--- src/rtl/play_time_pkg.sv ---
// play_time_pkg: shared FSM states, step counts and 7-segment patterns for play_time_display.
package play_time_pkg;
  typedef enum logic [1:0] {IDLE, DIV, BCD, LATCH} state_t;
  localparam int DIV_STEPS = 16;
  localparam int BCD_STEPS = 7;
  localparam int DEF_MAX_SEC = 5999;
  // Active-low g..a patterns, entry 9 first so index == digit.
  localparam logic [9:0][6:0] SEG_LUT = {7'h10, 7'h00, 7'h78, 7'h02, 7'h12,
                                         7'h19, 7'h30, 7'h24, 7'h79, 7'h40};
  // One double-dabble step on {bcd[7:0], bin[6:0]}: add 3 to nibbles >= 5, then shift.
  function automatic logic [14:0] dabble(input logic [14:0] s);
    logic [14:0] a;
    a = s;
    a[10:7] = (a[10:7] >= 4'd5) ? a[10:7] + 4'd3 : a[10:7];
    a[14:11] = (a[14:11] >= 4'd5) ? a[14:11] + 4'd3 : a[14:11];
    return {a[13:0], 1'b0};
  endfunction
endpackage

--- src/rtl/play_time_display_if.sv ---
// play_time_display_if: seconds input and MM:SS display outputs of play_time_display.
interface play_time_display_if;
  logic [15:0] TIME_SEC;
  logic [15:0] DIGITS;
  logic        BUSY;
  logic [3:0]  AN;
  logic [7:0]  SEG;
  modport master (output TIME_SEC, input DIGITS, BUSY, AN, SEG);
  modport slave  (input TIME_SEC, output DIGITS, BUSY, AN, SEG);
endinterface

--- src/rtl/seg7_decode.sv ---
// seg7_decode: BCD digit plus DP flag to active-low segments; non-decimal codes blank.
module seg7_decode
  import play_time_pkg::*;
(
  input  logic [3:0] bcd,
  input  logic       dp,
  output logic [7:0] seg
);
  assign seg = {~dp, (bcd < 4'd10) ? SEG_LUT[bcd] : 7'h7F};
endmodule

--- src/rtl/play_time_display.sv ---
// play_time_display: elapsed seconds to MM:SS via serial divide-by-60 and double-dabble, with digit scan.
module play_time_display
  import play_time_pkg::*;
#(
  parameter int SCAN_DIV = 1000,
  parameter int MAX_SEC  = DEF_MAX_SEC
) (
  input logic CLK,
  input logic RST,
  play_time_display_if.slave bus
);
  localparam int SW = $clog2(SCAN_DIV);
  state_t        state_q, state_d;
  logic [3:0]    cnt_q, cnt_d;
  logic [15:0]   opnd_q, opnd_d, last_q, last_d, digits_q, digits_d;
  logic [6:0]    rem_q, rem_d;
  logic [14:0]   qs_q, qs_d, rs_q, rs_d;
  logic          pend_q, pend_d, busy_q, busy_d;
  logic [SW-1:0] scan_q, scan_d;
  logic [1:0]    idx_q, idx_d;
  logic [3:0]    an_q, an_d;
  logic [7:0]    seg_q, seg_d, seg_w;
  logic [7:0]    trial;
  logic          fit, wrap;
  logic [6:0]    rem_n;
  logic [15:0]   opnd_n;
  // Restoring division: operand shifts out MSB-first while quotient bits shift in.
  assign trial  = {rem_q, opnd_q[15]};
  assign fit    = trial >= 8'd60;
  assign rem_n  = fit ? 7'(trial - 8'd60) : trial[6:0];
  assign opnd_n = {opnd_q[14:0], fit};
  assign wrap   = scan_q == SW'(SCAN_DIV - 1);
  seg7_decode u_dec (.bcd(digits_q[idx_q*4 +: 4]), .dp(idx_q == 2'd2), .seg(seg_w));
  always_comb begin
    state_d  = state_q;
    cnt_d    = cnt_q;
    opnd_d   = opnd_q;
    rem_d    = rem_q;
    qs_d     = qs_q;
    rs_d     = rs_q;
    last_d   = last_q;
    pend_d   = pend_q;
    busy_d   = busy_q;
    digits_d = digits_q;
    case (state_q)
      IDLE: if (bus.TIME_SEC != last_q || pend_q) begin
        opnd_d  = (bus.TIME_SEC >= 16'(MAX_SEC)) ? 16'(MAX_SEC) : bus.TIME_SEC;
        rem_d   = '0;
        last_d  = bus.TIME_SEC;
        pend_d  = 1'b0;
        busy_d  = 1'b1;
        cnt_d   = '0;
        state_d = DIV;
      end
      DIV: begin
        opnd_d  = opnd_n;
        rem_d   = rem_n;
        qs_d    = {8'd0, opnd_n[6:0]};
        rs_d    = {8'd0, rem_n};
        cnt_d   = cnt_q + 4'd1;
        state_d = (cnt_q == 4'(DIV_STEPS - 1)) ? BCD : DIV;
      end
      BCD: begin
        qs_d    = dabble(qs_q);
        rs_d    = dabble(rs_q);
        cnt_d   = cnt_q + 4'd1;
        state_d = (cnt_q == 4'(BCD_STEPS - 1)) ? LATCH : BCD;
      end
      LATCH: begin
        digits_d = {qs_q[14:7], rs_q[14:7]};
        busy_d   = 1'b0;
        state_d  = IDLE;
      end
    endcase
    scan_d = wrap ? '0 : scan_q + 1'b1;
    idx_d  = wrap ? idx_q + 2'd1 : idx_q;
    an_d   = ~(4'b0001 << idx_q);
    seg_d  = seg_w;
  end
  always_ff @(posedge CLK) begin
    if (RST) begin
      state_q  <= IDLE;
      cnt_q    <= '0;
      opnd_q   <= '0;
      rem_q    <= '0;
      qs_q     <= '0;
      rs_q     <= '0;
      last_q   <= '0;
      pend_q   <= 1'b1;
      busy_q   <= 1'b0;
      digits_q <= '0;
      scan_q   <= '0;
      idx_q    <= '0;
      an_q     <= 4'hF;
      seg_q    <= 8'hFF;
    end else begin
      state_q  <= state_d;
      cnt_q    <= cnt_d;
      opnd_q   <= opnd_d;
      rem_q    <= rem_d;
      qs_q     <= qs_d;
      rs_q     <= rs_d;
      last_q   <= last_d;
      pend_q   <= pend_d;
      busy_q   <= busy_d;
      digits_q <= digits_d;
      scan_q   <= scan_d;
      idx_q    <= idx_d;
      an_q     <= an_d;
      seg_q    <= seg_d;
    end
  end
  assign bus.DIGITS = digits_q;
  assign bus.BUSY   = busy_q;
  assign bus.AN     = an_q;
  assign bus.SEG    = seg_q;
endmodule

--- src/flat_wrapper.sv ---
// flat-port wrapper written by rule: the top's interface ports become plain ports
module play_time_display_flat import play_time_pkg::*;
#(
  parameter int SCAN_DIV = 1000,
  parameter int MAX_SEC  = DEF_MAX_SEC
)
  (CLK, RST, bus_TIME_SEC, bus_DIGITS, bus_BUSY, bus_AN, bus_SEG);
  play_time_display_if bus_i ();
  input logic CLK;
  input logic RST;
  input wire logic [$bits(bus_i.TIME_SEC)-1:0] bus_TIME_SEC;
  output wire logic [$bits(bus_i.DIGITS)-1:0] bus_DIGITS;
  output wire logic [$bits(bus_i.BUSY)-1:0] bus_BUSY;
  output wire logic [$bits(bus_i.AN)-1:0] bus_AN;
  output wire logic [$bits(bus_i.SEG)-1:0] bus_SEG;
  assign bus_i.TIME_SEC = bus_TIME_SEC;
  assign bus_DIGITS = bus_i.DIGITS;
  assign bus_BUSY = bus_i.BUSY;
  assign bus_AN = bus_i.AN;
  assign bus_SEG = bus_i.SEG;
  play_time_display #(.SCAN_DIV(SCAN_DIV), .MAX_SEC(MAX_SEC)) u_core (.CLK(CLK), .RST(RST), .bus(bus_i));
endmodule
--- config.mk ---
export PLATFORM = sky130hd
export DESIGN_NAME = play_time_display_flat
export DESIGN_NICKNAME = d
export VERILOG_FILES = /design/src/rtl/play_time_pkg.sv /design/src/rtl/play_time_display_if.sv /design/src/rtl/seg7_decode.sv /design/src/rtl/play_time_display.sv /design/src/flat_wrapper.sv
export SDC_FILE = /design/constraint.sdc
export NUM_CORES = 1
export LEC_CHECK = 0
export ABC_AREA = 1
export BUFFER_PORTS_ARGS = -buffer_cell sky130_fd_sc_hd__buf_2
export CAP_MARGIN = 15
export CORE_UTILIZATION = 40
export CTS_CLUSTER_DIAMETER = 80
export CTS_CLUSTER_SIZE = 30
export DETAILED_ROUTE_END_ITERATION = 6
export GPL_TIMING_DRIVEN = 0
export PLACE_DENSITY_LB_ADDON = 0.1
export SETUP_SLACK_MARGIN = 0.3
export SKIP_LAST_GASP = 1
export SLEW_MARGIN = 0
export SYNTH_ARGS = -nofsm -noshare
export SYNTH_HDL_FRONTEND = slang
export SYNTH_SLANG_ARGS = --single-unit
--- constraint.sdc ---
create_clock -name CLK -period 1.7 [get_ports CLK]
set_clock_uncertainty 0.05 [all_clocks]
set_input_delay 0.085 -clock CLK [delete_from_list [all_inputs] [get_ports CLK]]
set_output_delay 0.085 -clock CLK [all_outputs]
set_load 0.03 [all_outputs]
# Yosys cells after proc, flatten, opt, wreduce, memory -nomap -nowiden
# Memories as Yosys holds them, arrays and structs flattened. A register that Yosys moved wholly into a read port is not among the register bits.
# Index checks and enable logic that the tools add are counted.
[word_totals] latchBits=0 output_inout_bits=29 ramBits=0 romBits=112 regBits=110 mem_count=1 word_cells=77
[memory_table] name="(no name shown)" words=16 width=7 rd=1 rd_ports_with_merged_regs=1 wr=0 line="seg7_decode.sv:9" rtl="assign seg = {~dp, (bcd < 4'd10) ? SEG_LUT[bcd] : 7'h7F};"
[classes] eq_ne=9 bitwise=3 addsub=8 reduce_logical=13 order_cmp=7 shifts=2 n_div=0 n_mul=0 mux=20
[op_table] op="one-hot mux 15 bit (2 select lines)" n=2
[op_table] op="two-way mux 16 bit" n=2
[op_table] op="one-hot mux 16 bit (2 select lines)" n=1
[op_table] op="greater-or-equal comparator 16 x 13 -> 1 bit, second input constant" n=1
[op_table] op="greater-or-equal comparator 4 x 3 -> 1 bit, second input constant" n=4
[op_table] op="!= test 16 bit" n=1
[op_table] op="indexed part select 16 x 5 -> 4 bit" n=1
[op_table] op="two-way mux 7 bit" n=2
[op_table] op="one-hot mux 7 bit (2 select lines)" n=1
[op_table] op="two-way mux 4 bit" n=3
[op_table] op="adder 10 x 1 -> 10 bit, second input constant" n=1
[op_table] op="equality test 10 bit, second input constant" n=1
[op_table] op="adder 4 x 2 -> 4 bit, second input constant" n=2
[op_table] op="greater-or-equal comparator 8 x 6 -> 1 bit, second input constant" n=1
[op_table] op="one-hot mux 2 bit (4 select lines)" n=1
[op_table] op="one-hot mux 4 bit (2 select lines)" n=1
[op_table] op="AND reduction 2 bit" n=4
[op_table] op="nonzero test 2 bit" n=4
[op_table] op="subtractor 7 x 6 -> 7 bit, second input constant" n=1
[op_table] op="adder 3 x 2 -> 3 bit, second input constant" n=2
[op_table] op="equality test 2 bit, second input constant" n=3
[op_table] op="two-way mux 3 bit" n=2
[op_table] op="OR reduction 2 bit" n=3
[op_table] op="adder 4 x 1 -> 4 bit, second input constant" n=1
[op_table] op="14 further kinds" n=17

# Longest topological paths before layout
[logic_depth] ltp_word=4 depth_mapped=13 ltp_nobuf=12

# By module
# A second synthesis with hierarchy kept.
[hier_totals] hier_cells=813 hier_area_um2=5690.5
[by_module_without_submodules] module="play_time_display" cells_each=777 area_each_um2=5499.0 n_inst=1 seq_area_each_um2=2342.2
[by_module_without_submodules] module="seg7_decode" cells_each=36 area_each_um2=191.4 n_inst=1 seq_area_each_um2=0.0

# Least setup slack after synthesis
# Ideal clock, no wire load.
[synth_timing] kind="flip-flop to flip-flop" from="register u_core.state_q[0]" to="register u_core.qs_q[2]" setup_ns=0.058 path_buffers=1 t_arrival_ns=1.666 stages_incl_launch_ff=10 slack_ns=-0.074 synth_period_minus_slack_ns=1.774 cell_sequence="dfxtp_1 > inv_1 > ha_1 > buf_2 > inv_1 > nor2_1 > inv_1 > nor2_1 > o21ai_0 > inv_1"
[synth_via] elab_chain_len=2 word_cells_on_any_way=4 cone_classes="eq/ne: 2; mux: 1; reduce/logical: 1"
[synth_lines] item="start, declared" line="play_time_display.sv:13" rtl="state_t state_q, state_d;"
[synth_lines] item="start signal, assigned" line="play_time_display.sv:97" rtl="state_q <= state_d;"
[synth_lines] item="equality test 2 bit / equality test 2 x 1 -> 1 bit (equally long branches)" line="play_time_display.sv:45" rtl="case (state_q)"
[synth_lines] item="one-hot mux 15 bit (2 select lines) / nonzero test 2 bit (equally long branches)"
[synth_lines] item="end signal, assigned" line="play_time_display.sv:101" rtl="qs_q <= qs_d;"
[synth_lines] item="end, declared" line="play_time_display.sv:17" rtl="logic [14:0] qs_q, qs_d, rs_q, rs_d;"
# Parallel ways exist; a longest one is shown, timed or not.
# A chain may end at the register's enable or synchronous reset.

# Final worst setup path
[layout_timing] from="register u_core.last_q[11]" to="register u_core.rem_q[5]"
[layout_via] elab_chain_len=4
[layout_lines] item="start, declared" line="play_time_display.sv:15" rtl="logic [15:0] opnd_q, opnd_d, last_q, last_d, digits_q, digits_d;"
[layout_lines] item="start signal, assigned" line="play_time_display.sv:103" rtl="last_q <= last_d;"
[layout_lines] item="!= test 16 bit" line="play_time_display.sv:46" rtl="IDLE: if (bus.TIME_SEC != last_q || pend_q) begin"
[layout_lines] item="logical OR 1 bit" line="play_time_display.sv:46"
[layout_lines] item="!= test 2 x 1 -> 1 bit (no line)"
[layout_lines] item="AND reduction 2 bit (no line)"
[layout_lines] item="end signal, assigned" line="play_time_display.sv:100" rtl="rem_q <= rem_d;"
[layout_lines] item="end, declared" line="play_time_display.sv:16" rtl="logic [6:0] rem_q, rem_d;"
# No other way between the ends.

==> run summary <==
status -> finished with violations
failing checks -> negative setup slack
CTS Buf Count -> 17
met2 wire len -> 8790 µm
hold_sp -> bus_TIME_SEC[4]
XOR/XNOR Fraction of Synth Area -> 0.0187
required time of the worst setup path -> 1.92 ns
CTS root buf -> clkbuf_16
P per Cell Area -> 1020 mW/mm²
Seq/Total Area, Yosys -> 0.413
post-synthesis async set-or-reset flop share -> 0
grt total ovfl -> 0
Synth Flop Type -> dfxtp_1
core area -> 0.0135 mm²
layout net count -> 992
startpoint types -> flip-flop
Layout Cells excl Fill -> 1,135
crit path launch -> u_core.last_q[11]
Seq cells post-synth -> 116
RSZ-0062 raised after global routing -> yes
CP max FO -> 6
Initial DRT Pass Iterations -> 5
Arr. time, crit path -> 1.99 ns
Inst Count DP -> 1,027
Syn Std Cell Area -> 0.00563 mm²
Slew headroom -> 0.477
Reg-to-Reg End -> u_core.rem_q[5]
Max-Cap Viols -> 0
crit-path max cell delay -> 0.40 ns
minimum hold slack -> 0.0690 ns
PortBufs -> 45
vias in the first global route -> 5,691
Yosys top cell by area -> dfxtp_1
antenna violations before repair -> 0
Post-Synth Adder-Cell Area -> 0.0556
worst reg-to-reg path cell count -> 9
Synth Area in Compound Gates -> 0.145
Top Family by Delay on Critical Path -> simple AND/OR/NAND/NOR gates
worst setup margin -> -0.0722 ns
final hold vios -> 0
syn nets -> 849
Core Rows -> 42
post-synthesis simple-gate area fraction -> 0.278
fin area -> 0.00877 mm²
Die Ht -> 121 µm
CP bufs+invs -> 3
Leak -> 0.00371 µW
Total Wirelength -> 17,700 µm
die area -> 0.0145 mm²
synth warn -> 0
fin. max-slew vios -> 0
starting density of the core -> 0.417
Setup crit end -> u_core.rem_q[5]
Die X -> 121 µm
Area contributors post-synth -> dfxtp_1 41%, nand2_1 13%, nor2_1 7.1%
CTS tree -> done
Sink Count -> 116
Top Metal Used -> met4
Finished Core Util -> 0.649
drt drc -> 0
routed len/inst -> 15.6 µm
layout cell share with drive strength beyond 1 -> 0.384
via-per-instance ratio -> 5.20
fin crit period -> 1.77 ns
H-tree depth -> 4
Crit. End Element -> flip-flop
Ports -> 47
Bufs on Longest Clock Path -> 2
first-pass GRT wire length -> 27,100 µm
mux share of post-synthesis cell area -> 0.00200
slowest cell on the critical path -> dfxtp_1
fmax -> 564 MHz
HP Class -> in -> reg
post-synthesis area per instance -> 6.98 µm²
Synth top area share -> 0.413
Placement Cell Area -> 0.00624 mm²
Final ANT Viol Nets -> 0
fill count -> 1,134
Max VDD drop -> 0.703 mV
crit path cell chain -> inv_1 -> nand2_1 -> nand4_1 -> nor2_4 -> buf_4 -> nand4_4 -> clkbuf_16 -> nand3_1 -> a21oi_1
most frequent cell after synthesis -> nand2_1
number of setup violations in the final report -> 35
worst-skew pair later-pin latency -> 0.42 ns
via count -> 5,901
Post-Route M1 WL -> 7930 µm
largest net degree at the start of global routing -> 17
Final Cycle Share -> 1.04
synthesis-to-layout area growth -> 55.8%
total track usage -> 0.240
CP Class -> reg -> reg
drt first-iter violations -> 358
Post-synth EDFFs -> 0
Detailed Place HPWL -> 10,500 µm
Slew @ Worst Pin -> 0.784 ns
cell count after synthesis -> 806
largest family of logic cells by synthesized area -> simple AND/OR/NAND/NOR gates
R2R setup slack -> -0.07 ns
antenna diode count -> 0
r2r startpoint -> u_core.last_q[11]
Post-synth top cells -> 189 x nand2_1, 116 x dfxtp_1, 107 x nor2_1, 82 x inv_1, 67 x o21ai_0
CP Depth -> 9
gpl congestion -> 0.815
clk slew on worst S/H paths -> 0.05 ns
met3 wire length -> 813 µm
Netlist cell types -> 37
power by group:
part	internal (µW)	total, µW	switching [µW]
Combinational	1020	2210	1190
Sequential	2930	3100	169
Clock	2390	3600	1210
Total	6340	8910	2570
cells by family (layout without fill, tap and decap cells):
logic type | after synthesis | after routing
xor+xnor | 12 | 12
mux | 1 | 1
compound gates | 151 | 151
buf+inv | 123 | 276
fa+ha+maj | 25 | 25
flops | 116 | 116
simple gates | 378 | 378
through the flow:
| step | setup slack [ns] | total power (µW) | setup TNS [ns] |
|---|---|---|---|
| 2_1_floorplan | 0.0959 | 4020 | 0 |
| 3_3_place_gp | -0.128 | 4330 | -2.14 |
| 3_5_place_dp | -0.128 | 4360 | -3.44 |
| 4_1_cts | 0.0364 | 8530 | 0 |
| 5_1_grt | -0.169 | 9280 | -5.49 |
| 6_report | -0.0722 | 8910 | -0.985 |
flip-flops by register name, summed over array words and instances, names as in the netlist, named ones only:
| register | count |
|---|---|
| u_core.bus.AN | 3 |
| u_core.bus.BUSY | 1 |
| u_core.bus.DIGITS | 16 |
| u_core.bus.SEG | 8 |
| u_core.cnt_q | 4 |
| u_core.idx_q | 2 |
| u_core.last_q | 16 |
| u_core.opnd_q | 16 |
| u_core.pend_q | 1 |
| u_core.qs_q | 15 |
| u_core.rem_q | 7 |
| u_core.rs_q | 15 |
| u_core.scan_q | 10 |
| u_core.state_q | 1 |
final cells by class:
class	instances	area, µm²	share of cell area
clock inverter	5	100	0.0114
inverter	91	393	0.0448
multi-input combinational	567	3750	0.427
timing repair buffer	124	1140	0.130
buffer	32	317	0.0361
tap	176	220	0.0251
clock buffer	24	482	0.0549
sequential	116	2370	0.271
what timing repair did:
item,4_1_cts,5_1_grt
setup buffers,38,16
hold buffers,16,0
endpoints found under the setup margin,111,100
cloned,7,2
gates resized for setup,139,189
hold endpoints to repair,16,0
pin swaps,41,66
worst min path at each step:
stage / endpoint / cells past startpoint
final: u_core.opnd_q[4] / 5
after global routing: u_core.opnd_q[7] / 5
after CTS: u_core.opnd_q[4] / 5
after detailed placement: u_core.last_q[3] / 3
after global placement: u_core.last_q[13] / 3
after floorplan: u_core.last_q[10] / 2
routing by layer:
metal  global-route usage  vias to the layer above
met1                0.292                     2847
met5                    0                        -
met3               0.0599                       19
met4               0.0702                        0
li1                     -                     2896
met2                0.415                      139
worst register-to-register path, delay by kind of cell, from the launching register on:
kind | cells | cell delay [ns]
buffers and inverters | 3 | 0.45
AND/OR/NAND/NOR | 5 | 0.66
flip-flops | 1 | 0.40
AO/OA/AOI/OAI | 1 | 0.07
cells in the final DEF, fill, tap and decap left out, drive strengths merged, types with 4 or more instances in the layout:
cell           n
buf          122
ha            25
nand3         56
nand2        192
a31oi          5
clkinv         5
xor2           5
nand4          7
dfxtp        116
o22ai          4
nor2         109
clkbuf        42
xnor2          7
dlygate4sd3   16
o211ai         4
nor3          10
inv           87
o21ai         67
a21oi         63
Note: power is estimated with default switching activity, not from simulation.
